===== config.mk =====
export PLATFORM = sky130hd
export DESIGN_NAME = regwb_arbiter
export DESIGN_NICKNAME = d
export VERILOG_FILES = /design/src/rtl/regwb_arbiter.sv
export SDC_FILE = /design/constraint.sdc
export NUM_CORES = 1
export LEC_CHECK = 0
export BUFFER_PORTS_ARGS = -buffer_cell sky130_fd_sc_hd__buf_2
export CORE_UTILIZATION = 48
export DETAILED_ROUTE_END_ITERATION = 6
export PLACE_DENSITY = 0.88
export SYNTH_ARGS = -nofsm -noshare
export SYNTH_HDL_FRONTEND = slang
export SYNTH_SLANG_ARGS = --single-unit

===== constraint.sdc =====
create_clock -name clk -period 3.67 [get_ports clk]
set_clock_uncertainty 0.2 [all_clocks]
set_input_delay 0.1835 -clock clk [delete_from_list [all_inputs] [get_ports clk]]
set_output_delay 0.1835 -clock clk [all_outputs]
set_load 0.01 [all_outputs]

===== src/rtl/regwb_arbiter.sv =====
// ============================================================================
// regwb_arbiter
//
// Purpose:
//   Arbitrates the register-file write port between two writeback sources:
//   the ALU (side A) and the load unit (side B). A request transfers in any
//   cycle where valid and ready are both high. An accepted write reaches the
//   register file through a registered port one cycle later.
//
//   Writes whose destination has addr[5]=1 fall outside the register file.
//   They are still accepted (ready high) so the requester is not stalled,
//   but they are discarded and counted in drop_count.
//
//   Cycles in which both sides request at once are counted in conflict_count.
//   Both counters saturate at 2^CNT_W-1 and never wrap.
//
// Configuration:
//   REGWB_RR_ARB_EN  defined   : round-robin. On a conflict, the side that
//                                did not win the last granted transfer wins
//                                this time.
//                    undefined : fixed priority (default). A always wins a
//                                conflict. last_grant is still tracked.
//
// Parameters:
//   CNT_W           width of conflict_count and drop_count (default 8)
//
// Ports:
//   clk             clock, rising edge
//   reset           synchronous, active-high reset
//   a_valid/a_ready ALU writeback handshake (ready is combinational)
//   a_addr/a_data   ALU destination register (6 bits) and result (32 bits)
//   b_valid/b_ready load-unit writeback handshake (ready is combinational)
//   b_addr/b_data   load-unit destination register and load data
//   wr_en           registered register-file write enable
//   wr_addr         registered register-file write address
//   wr_data         registered register-file write data
//   conflict_count  saturating count of cycles with both requests valid
//   drop_count      saturating count of accepted out-of-range writes
// ============================================================================
module regwb_arbiter #(
    parameter int CNT_W = 8
) (
    input  logic             clk,
    input  logic             reset,

    input  logic             a_valid,
    output logic             a_ready,
    input  logic [5:0]       a_addr,
    input  logic [31:0]      a_data,

    input  logic             b_valid,
    output logic             b_ready,
    input  logic [5:0]       b_addr,
    input  logic [31:0]      b_data,

    output logic             wr_en,
    output logic [5:0]       wr_addr,
    output logic [31:0]      wr_data,

    output logic [CNT_W-1:0] conflict_count,
    output logic [CNT_W-1:0] drop_count
);

    localparam logic [CNT_W-1:0] CNT_MAX = '1;

    // Priority state: side of the most recent granted transfer (0=A, 1=B).
    logic        last_grant;

    // High when A wins a simultaneous request.
    logic        a_wins;

    // Selected transfer for this cycle.
    logic        xfer;
    logic [5:0]  sel_addr;
    logic [31:0] sel_data;
    logic        sel_in_range;
    logic        conflict;

`ifdef REGWB_RR_ARB_EN
    // B won last time (last_grant=1) -> A's turn, and vice versa.
    assign a_wins = last_grant;
`else
    // Fixed priority: A always wins. last_grant is kept for observability,
    // and is folded in here only so that it stays referenced.
    assign a_wins = last_grant | 1'b1;
`endif

    // Ready is purely combinational from the requests and priority state.
    // The two readies are mutually exclusive by construction, and both are
    // held low during reset so nothing transfers.
    always_comb begin
        a_ready = 1'b0;
        b_ready = 1'b0;
        if (!reset) begin
            a_ready = a_valid && (!b_valid || a_wins);
            b_ready = b_valid && (!a_valid || !a_wins);
        end
    end

    always_comb begin
        xfer         = a_ready || b_ready;
        sel_addr     = a_ready ? a_addr : b_addr;
        sel_data     = a_ready ? a_data : b_data;
        sel_in_range = !sel_addr[5];
        conflict     = a_valid && b_valid;
    end

    // Registered write port and priority bit. wr_addr/wr_data only load on
    // a write-producing transfer, so they hold across idle and dropped cycles.
    always_ff @(posedge clk) begin
        if (reset) begin
            wr_en      <= 1'b0;
            wr_addr    <= 6'd0;
            wr_data    <= 32'd0;
            last_grant <= 1'b1;
        end else begin
            wr_en <= xfer && sel_in_range;
            if (xfer && sel_in_range) begin
                wr_addr <= sel_addr;
                wr_data <= sel_data;
            end
            if (xfer) begin
                last_grant <= b_ready;
            end
        end
    end

    // Saturating event counters.
    always_ff @(posedge clk) begin
        if (reset) begin
            conflict_count <= '0;
            drop_count     <= '0;
        end else begin
            if (conflict && (conflict_count != CNT_MAX)) begin
                conflict_count <= conflict_count + 1'b1;
            end
            if (xfer && !sel_in_range && (drop_count != CNT_MAX)) begin
                drop_count <= drop_count + 1'b1;
            end
        end
    end

endmodule


==> results of run 1 <==
## metal layers
metal / wire length, um / vias to the layer above / track usage, %
li1: - / 1232 / -
met1: 2410 / 1079 / 23.1
met2: 2920 / 97 / 34.9
met3: 371 / 4 / 4.10
met4: 40 / 0 / 7.61
met5: 0 / - / 0
## sequential cells by signal (all words and copies together), names as in the netlist
name and cells:
wr_data 32, drop_count 8, wr_addr 6, wr_en 1, conflict_count 8
## how the worst max path moves through the flow
stage	startpoint	endpoint	slack [ps]	cells past startpoint
floorplan	drop_count[4]	drop_count[5]	1810	6
global placement	a_valid	wr_addr[1]	1410	6
detailed placement	a_valid	wr_data[10]	1310	6
CTS	a_valid	wr_data[10]	1620	6
global route	a_valid	wr_data[17]	1440	6
finish	a_valid	wr_data[10]	1620	6
## layout make-up
type | count | area (um^2)
sequential | 55 | 1100
timing repair buffer | 139 | 703
tap | 70 | 87.6
fill | 471 | 1800
multi-input combinational | 193 | 1370
inverter | 2 | 7.51
clock buffer | 6 | 72.6
## synthesized netlist by cell type
master     n
a22oi_1    1
or3_2      1
ha_1       2
o21ai_0    4
a211oi_1  28
or3b_1     1
and2_1     2
nand3_1    8
buf_4      2
and3_1     3
inv_1      2
mux2_2     2
or4_1      3
nand2b_1   1
nor2b_1    4
mux2i_1   40
a31oi_1    2
clkbuf_1   7
buf_2      9
dfxtp_1   55
and4_4     1
and4_1     1
o211ai_1   2
o31ai_1    2
nand3b_1   1
nor3_1     4
a211oi_2  10
buf_6      3
a21oi_2    1
xor2_1     3
nand2_1    8
nor2_1    47
a21oi_1    4
o211a_1    1
nor4_1     2
nor3b_1    1
nand4_1    1
nor4b_1    1
a22o_1     1
## per-stage QoR
| step | cell area (um^2) | total power, mW | utilization, % |
|---|---|---|---|
| final | 3340 | 1.15 | 64.9 |
| after detailed placement | 3260 | 0.872 | 63.5 |
| after global routing | 3340 | 1.22 | 64.9 |
| after CTS | 3340 | 1.17 | 64.9 |
| after floorplan | 2590 | 0.784 | - |
| after global placement | 3260 | 0.864 | 63.5 |
## kinds of logic (layout without fill, tap and decap cells)
logic type                 after synthesis  count (layout)  synth area share, %
adders and majority gates                2               2                0.967
xor gates and xnor gates                 3               3                 1.02
muxes                                   42              42                 16.4
buffers and inverters                   23             147                 4.93
and+or+nand+nor                         90              90                 16.6
AOI/OAI and AO/OA                       56              56                 17.5
DFF                                     55              55                 42.6
## worst max-delay path: stages
cell and delay, ps:
buf_2 260, or3b_1 480, a21oi_4 150, buf_4 580
nor2_1 80, a211oi_1 270
## power by group
part / switching [mW] / internal, mW / total (mW) / leakage [nW]
clock: 0.168 / 0.128 / 0.295 / 0.0371
combinational: 0.112 / 0.100 / 0.212 / 1.10
sequential: 0.0174 / 0.627 / 0.645 / 0.450
==> impl_metrics.tcl, run 1 <==
set metrics [dict create \
    reg2reg_slack_ps 1840 \
    area_growth_pct 29.0 \
    relSlewSlack_pct 51.7 \
    wl_per_cell_um 12.3 \
    final_cell_mix "136 x buf_2, 55 x dfxtp_1, 47 x nor2_1, 40 x mux2i_1, 28 x a211oi_1" \
    dp_hpwl_mm 4.29 \
    fin_cells 465 \
    holdPathEnd "wr_addr[0]" \
    cts_tree "yes" \
    io_pins 137 \
    cts.repair.resized 0 \
    worstMarginPinSlew_ps 724 \
    grt_pass1_vias 2069 \
    cp_data_arrival_time_ps 2040 \
    period_needed_ps 2050 \
    die_height_um 75.4 \
    cp_max_fo 76 \
    rsz0062_at_grt "false" \
    cts_max_level 2 \
    synthTopCellsByArea "dfxtp_1 43%, mux2i_1 15%, a211oi_1 8.1%, nor2_1 6.8%, a211oi_2 4.8%" \
    hold_viol 0 \
    gp_congestion 0.769 \
    initial_core_util_pct 50.3 \
    num_rows 26 \
    holdPathStages 3 \
    finalCritPeriodShare_pct 55.9 \
    maxCapViolations 0 \
    syn_avg_cell_area_um2 9.54 \
    synth_cell_types 39 \
    mostFrequentLayoutCell "buf_2" \
    grt_use_total_pct 19.6 \
    cts.sinks 55 \
    grt_max_degree 77 \
    insertion_delay_ps 290 \
    grt-ovfl-total 0 \
    drtIter0Drc 59 \
    fmax_ghz 0.488 \
    leakage_nw 1.58 \
    n_antenna_cell 0 \
    vias 2412 \
    hold_path_class "in -> reg" \
    portBuffers 136 \
    pwr_density_cell_nw_per_um2 345 \
    ys_seq_area_share_pct 42.6 \
    finalMaxSlewViolations 0 \
    fp.dieW_um 75.4 \
    synth_seq_cells 55 \
    clkSlewWorstSetupHoldPaths_ps 80 \
    yosys.area.top_type "dfxtp_1" \
    synthCells 271 \
    first_pass_iters 4 \
    startpoint_type "input pin" \
    reg2reg_to "conflict_count[1]" \
    cp-end-kind "flip-flop" \
    drc 0 \
    setup_viol 0 \
    dp_cells 459 \
    drt-total-wl_mm 5.74 \
    setup_ws_ps 1620 \
    outcome "complete, no violations" \
    ir_drop_mv 0.191 \
    grt_pass1_wl_mm 8.67 \
    drt-vias-per-instance 5.19 \
    fin_nets 478 \
    synth_top_area_share_pct 42.6 \
    syn-num-nets 353 \
    synth_warnings 0 \
    timing.hold.ws_ps 27.7 \
    r2r-start "conflict_count[0]" \
    r2r_cells 5 \
    cts_setup_buffers 0 \
    core_region_area_um2 5140 \
    root_buffer "clkbuf_8" \
    drive_gt1_share_pct 40.3 \
    die_area_um2 5690 \
    mappedNetlistArea_um2 2590 \
    worstPathRequired_ps 3660 \
    final.setup.tns_ps 0 \
    antenna_found_initial 0 \
    post-place-ws_ps 1310 \
    clockBufferDepth 2 \
    hold_start "b_addr[0]" \
    crit_type "in -> reg" \
    hold_buffers 0 \
    cts_buffers 5 \
    ant_nets 0 \
]
(Power assumes the default switching activity.)
==> run 2: changes to the inputs <==
- ABC_AREA: not set -> 1
- CORE_UTILIZATION: 48 -> 46
- PLACE_DENSITY: 0.88 -> 0.83
- clock period: 3.67 -> 2.1 ns (I/O delays scaled with it)
==> run 2 against run 1 <==
Register-to-register slack got worse by 1500 ps. Die area up 12%. Setup slack got worse by 1500 ps. Clock power grew 110%. Area after synthesis is 7.9% higher. Power grew 110%. Combinational power increased to 2.8 times the previous value. Global-route usage grew 12 points.
==> impl_metrics.tcl, run 2 <==
set metrics [dict create \
    hold_viol 0 \
    final_area_um2 4320 \
    cp-end-kind "primary output" \
    mappedNetlistArea_um2 2790 \
    synthCells 444 \
    die_height_um 79.9 \
    insertion_delay_ps 300 \
    grt_use_total_pct 31.4 \
    startpoint_type "input pin" \
    finalPower_mw 2.38 \
    slowest_delay_ps 540 \
    syn-num-nets 526 \
    outcome "complete, no violations" \
    ir_drop_mv 0.335 \
    regMostFlops "wr_data" \
    reg_top3 "wr_data (32), conflict_count (8), drop_count (8)" \
    setup_viol 0 \
    drive_gt1_share_pct 24.4 \
    synth_top_area_share_pct 39.4 \
    ys_seq_area_share_pct 39.4 \
    drc 0 \
    final.setup.tns_ps 0 \
    die_area_um2 6380 \
    synth_warnings 0 \
    synth_ff_type "dfxtp_1" \
    portBuffers 136 \
    hold_path_class "in -> reg" \
    cts_setup_buffers 0 \
    yosys.area.top_type "dfxtp_1" \
    largest_reg_flops 32 \
    cts_max_level 2 \
    final_cell_mix "160 x nand2_1, 136 x buf_2, 109 x nor2_1, 75 x dlygate4sd3_1, 55 x dfxtp_1" \
    setup_ws_ps 129 \
    fin_nets 729 \
    period_needed_ps 1970 \
    post-place-ws_ps 433 \
    crit_chain "dlygate4sd3_1 -> buf_2 -> inv_2 -> nand2_4 -> inv_1 -> buf_6 -> buf_2" \
    leakage_nw 2.32 \
    cp_data_arrival_time_ps 1670 \
    mostFrequentLayoutCell "nand2_1" \
    io_pins 137 \
    initial_core_util_pct 47.4 \
    synth_edf_count 0 \
    worstMarginPinSlew_ps 382 \
    grt_pass1_wl_mm 15.6 \
    drtIter0Drc 206 \
    clkSlewWorstSetupHoldPaths_ps 90 \
    synth-async-reset-ratio_pct 0 \
    fmax_ghz 0.507 \
    post_dp_cell_area_um2 3460 \
    wl_per_cell_um 13.6 \
    drt-vias-per-instance 5.09 \
    cts_tree "yes" \
    synth_cell_types 24 \
    worstPathRequired_ps 1790 \
    ant_nets 0 \
    n_antenna_cell 0 \
    crit_top_cell "buf_2" \
    gp_congestion 0.848 \
    synthTopCellsByArea "dfxtp_1 39%, nand2_1 22%, nor2_1 15%, o21ai_1 5.4%, buf_6 3.2%" \
    dp_hpwl_mm 5.19 \
    area_growth_pct 54.6 \
    grt-ovfl-total 0 \
    timing.hold.ws_ps 101 \
    grt_max_degree 39 \
    num_rows 28 \
    vias 3681 \
    grt_pass1_vias 3498 \
    cts_buffers 5 \
    synth_common_cells "160 x nand2_1, 109 x nor2_1, 55 x dfxtp_1, 30 x o21ai_1, 22 x inv_1" \
    synth_seq_cells 55 \
    rsz0062_at_grt "false" \
    root_buffer "clkbuf_8" \
    fp.dieW_um 79.9 \
    cp_slowest_cell "dlygate4sd3_1" \
    synth.most_common_cell "nand2_1" \
    relSlewSlack_pct 74.5 \
    cts.sinks 55 \
    finalMaxSlewViolations 0 \
    pwr_density_cell_nw_per_um2 550 \
    drt-total-wl_mm 9.85 \
    syn_avg_cell_area_um2 6.29 \
    core_region_area_um2 5890 \
    maxCapViolations 0 \
    antenna_found_initial 0 \
    cp_max_fo 38 \
    first_pass_iters 5 \
    clockBufferDepth 2 \
    crit_type "in -> out" \
    finalCritPeriodShare_pct 93.8 \
]
-- run 2: changes by cell type after synthesis, moves of 6 or more --
cell / delta
a211oi_1: -28
o21ai_1: +30
nor2_1: +62
a211oi_2: -10
buf_2: -6
mux2i_1: -40
nand2_1: +152
inv_1: +20
-- run 2: final timing paths --
kind	from	to	slack, ps	cells past startpoint
worst max-delay path	reset	a_ready	130	7
worst min-delay path	b_valid	conflict_count[6]	100	5
worst max register to register	conflict_count[0]	conflict_count[5]	390	8
worst min register to register	wr_addr[5]	wr_addr[5]	260	2
-- run 2: logic make-up after synthesis --
logic type / Yosys count / share of synthesized area [%]
simple gates: 293 / 41.4
flops: 55 / 39.4
buf+inv: 46 / 9.14
compound gates: 45 / 8.20
xor+xnor: 3 / 0.941
fa+ha+maj: 2 / 0.896
-- run 2: power by group --
| group | leakage [nW] | switching, mW | internal (mW) |
|---|---|---|---|
| clock | 0.0515 | 0.327 | 0.302 |
| sequential | 0.451 | 0.0426 | 1.11 |
| combinational | 1.81 | 0.309 | 0.288 |
| total | 2.32 | 0.678 | 1.70 |
-- run 2: layout make-up --
class / instances / area [um^2]
clock buffers: 8 / 100
fillers: 454 / 1570
inverters: 25 / 93.8
multi-input cells: 343 / 1440
flip-flops and latches: 55 / 1100
well taps: 75 / 93.8
repair buffers: 217 / 1490
-- run 2: worst max-delay path, delay by kind of cell --
kind                   cells  cell delay (ps)
buffers and inverters      6             1390
and+or+nand+nor            1              160
-- run 2: repair_timing --
action,4_1_cts,5_1_grt
hold buffers,75,0
endpoints found under the hold margin,40,0
gates resized for setup,0,1
setup endpoints to repair,0,1
-- run 2: metal layers --
layer  GRT usage, %  part of all wire, %  up-vias
met3           7.89                  8.5       58
met5              0                    0        -
met1           35.9                   38     1619
li1               -                    -     1771
met2           52.5                   48      233
met4           18.6                  5.4        0
-- run 2: stage by stage --
stage,utilization [%],instances
6_report,73.3,723
2_1_floorplan,-,444
4_1_cts,73.3,723
5_1_grt,73.3,723
3_5_place_dp,58.8,640
3_3_place_gp,58.8,640
==> run 3: changes to the inputs <==
- CORE_MARGIN: not set -> 2
- CORE_UTILIZATION: 46 -> 42
- PLACE_DENSITY: 0.83 -> 0.8
- clock period: 2.1 -> 1.8 ns (I/O delays scaled with it)
==> run 3 against run 2 <==
Via count down 5.6%. Power up 14%. Count of clock-buffer cells in the layout down 3. Global-route usage down 6.7 points. Final cell count up 0.69%. Wire length down 9.1%. Sequential share of layout area down 0.11 points.
==> impl_metrics.tcl, run 3 (same netlist as run 2, synthesis figures left out) <==
set metrics [dict create \
    die_area_um2 7310 \
    cp_data_arrival_time_ps 1670 \
    gp_congestion 0.897 \
    fin_util_pct 67.9 \
    mostFrequentLayoutCell "nand2_1" \
    dr_wl_met2_mm 4.80 \
    period_needed_ps 1680 \
    drc 0 \
    slowest_delay_ps 570 \
    hold_path_class "in -> reg" \
    fp.dieW_um 85.5 \
    initial_core_util_pct 43.7 \
    grt-ovfl-total 0 \
    final_cell_mix "159 x nand2_1, 136 x buf_2, 109 x nor2_1, 76 x dlygate4sd3_1, 55 x dfxtp_1" \
    post-place-ws_ps 101 \
    grt_pass1_wl_mm 14.6 \
    root_buffer "clkbuf_8" \
    portBuffers 136 \
    cts_buffers 5 \
    drtIter0Drc 116 \
    relSlewSlack_pct 81.0 \
    cts.sinks 55 \
    io_pins 137 \
    fill_cells 529 \
    die_height_um 85.5 \
    finalPower_mw 2.72 \
    setup_ws_ps 125 \
    ir_drop_mv 0.413 \
    cts_tree "yes" \
    vias 3474 \
    final.setup.tns_ps 0 \
    clockBufferDepth 2 \
    worstMarginPinSlew_ps 285 \
    rsz0062_at_grt "false" \
    fin_nets 732 \
    crit_chain "dlygate4sd3_1 -> buf_2 -> nand2_1 -> nand2_1 -> dlygate4sd3_1 -> o21ai_1 -> nor2_1" \
    ant_nets 0 \
    outcome "complete, no violations" \
    finalMaxSlewViolations 0 \
    hold_viol 0 \
    antenna_found_initial 0 \
    final_area_um2 4340 \
    n_antenna_cell 0 \
    cts_setup_buffers 0 \
    grt_use_total_pct 24.7 \
    grt_pass1_vias 3426 \
    crit_type "in -> reg" \
    core_region_area_um2 6390 \
    pwr_density_cell_nw_per_um2 626 \
    drive_gt1_share_pct 25.0 \
    cts_max_level 2 \
    cp_max_fo 1 \
    first_pass_iters 4 \
    maxCapViolations 0 \
    regMostFlops "wr_data" \
    dp_hpwl_mm 5.47 \
    drt-total-wl_mm 8.96 \
    top_layer "met4" \
    met3_length_um 425 \
    worstPathRequired_ps 1800 \
    drt-vias-per-instance 4.77 \
    startpoint_type "input pin" \
    num_rows 29 \
    reg_top3 "wr_data (32), conflict_count (8), drop_count (8)" \
    fmax_ghz 0.597 \
    largest_reg_flops 32 \
    cp-end-kind "flip-flop" \
    setup_viol 0 \
    clkSlewWorstSetupHoldPaths_ps 100 \
    grt_max_degree 39 \
    leakage_nw 2.34 \
    finalCritPeriodShare_pct 93.1 \
    area_growth_pct 55.3 \
    post_dp_cell_area_um2 3480 \
    wl_per_cell_um 12.3 \
    routedLengthMet1_mm 3.51 \
    insertion_delay_ps 300 \
    cp_slowest_cell "dlygate4sd3_1" \
]
## run 3: changes by cell type in the layout (fill, tap and decap cells not counted), sizes merged
cell / delta
clkbuf: -3
dlygate4sd3: +1
clkinv: +3
buf: +2
## run 3: worst paths after layout
check,cells past startpoint,from,slack [ps],endpoint
max,7,a_data[28],120,wr_data[28]
max reg2reg,7,conflict_count[0],160,conflict_count[0]
min reg2reg,2,wr_addr[5],250,wr_addr[5]
min,6,b_addr[5],110,drop_count[6]
## run 3: cell type report
cell class	instances	area, um^2	area share [%]
inverters	25	93.8	2.16
well taps	77	96.3	2.22
multi-input cells	343	1440	33.3
repair buffers	220	1520	35.0
flip-flops and latches	55	1100	25.4
clock buffers	5	68.8	1.59
clock inverters	3	15.0	0.346
## run 3: report_power, final
group	switching, mW	internal (mW)
registers	0.0491	1.29
clock network	0.386	0.268
logic	0.351	0.370
## run 3: timing repair
item	in CTS	in global routing
resized for setup	0	3
hold endpoints to repair	43	0
hold buffers	76	0
endpoints found under the setup margin	0	5
## run 3: critical path, delay by kind of cell
| family | cells | cell delay [ps] |
|---|---|---|
| and+or+nand+nor | 3 | 150 |
| buffers and inverters | 3 | 1260 |
| AOI/OAI and AO/OA | 1 | 170 |
## run 3: through the flow
step	std cells	hold slack, ps
floorplan	444	-40.9
detailed placement	644	137
CTS	728	101
finish	728	114
global route	728	132
global placement	644	124
## run 3: per-layer routing
layer	track usage, %	vias up
met3	4.52	18
met2	47.9	106
met5	0	-
met1	25.7	1567
li1	-	1783
met4	10.2	0
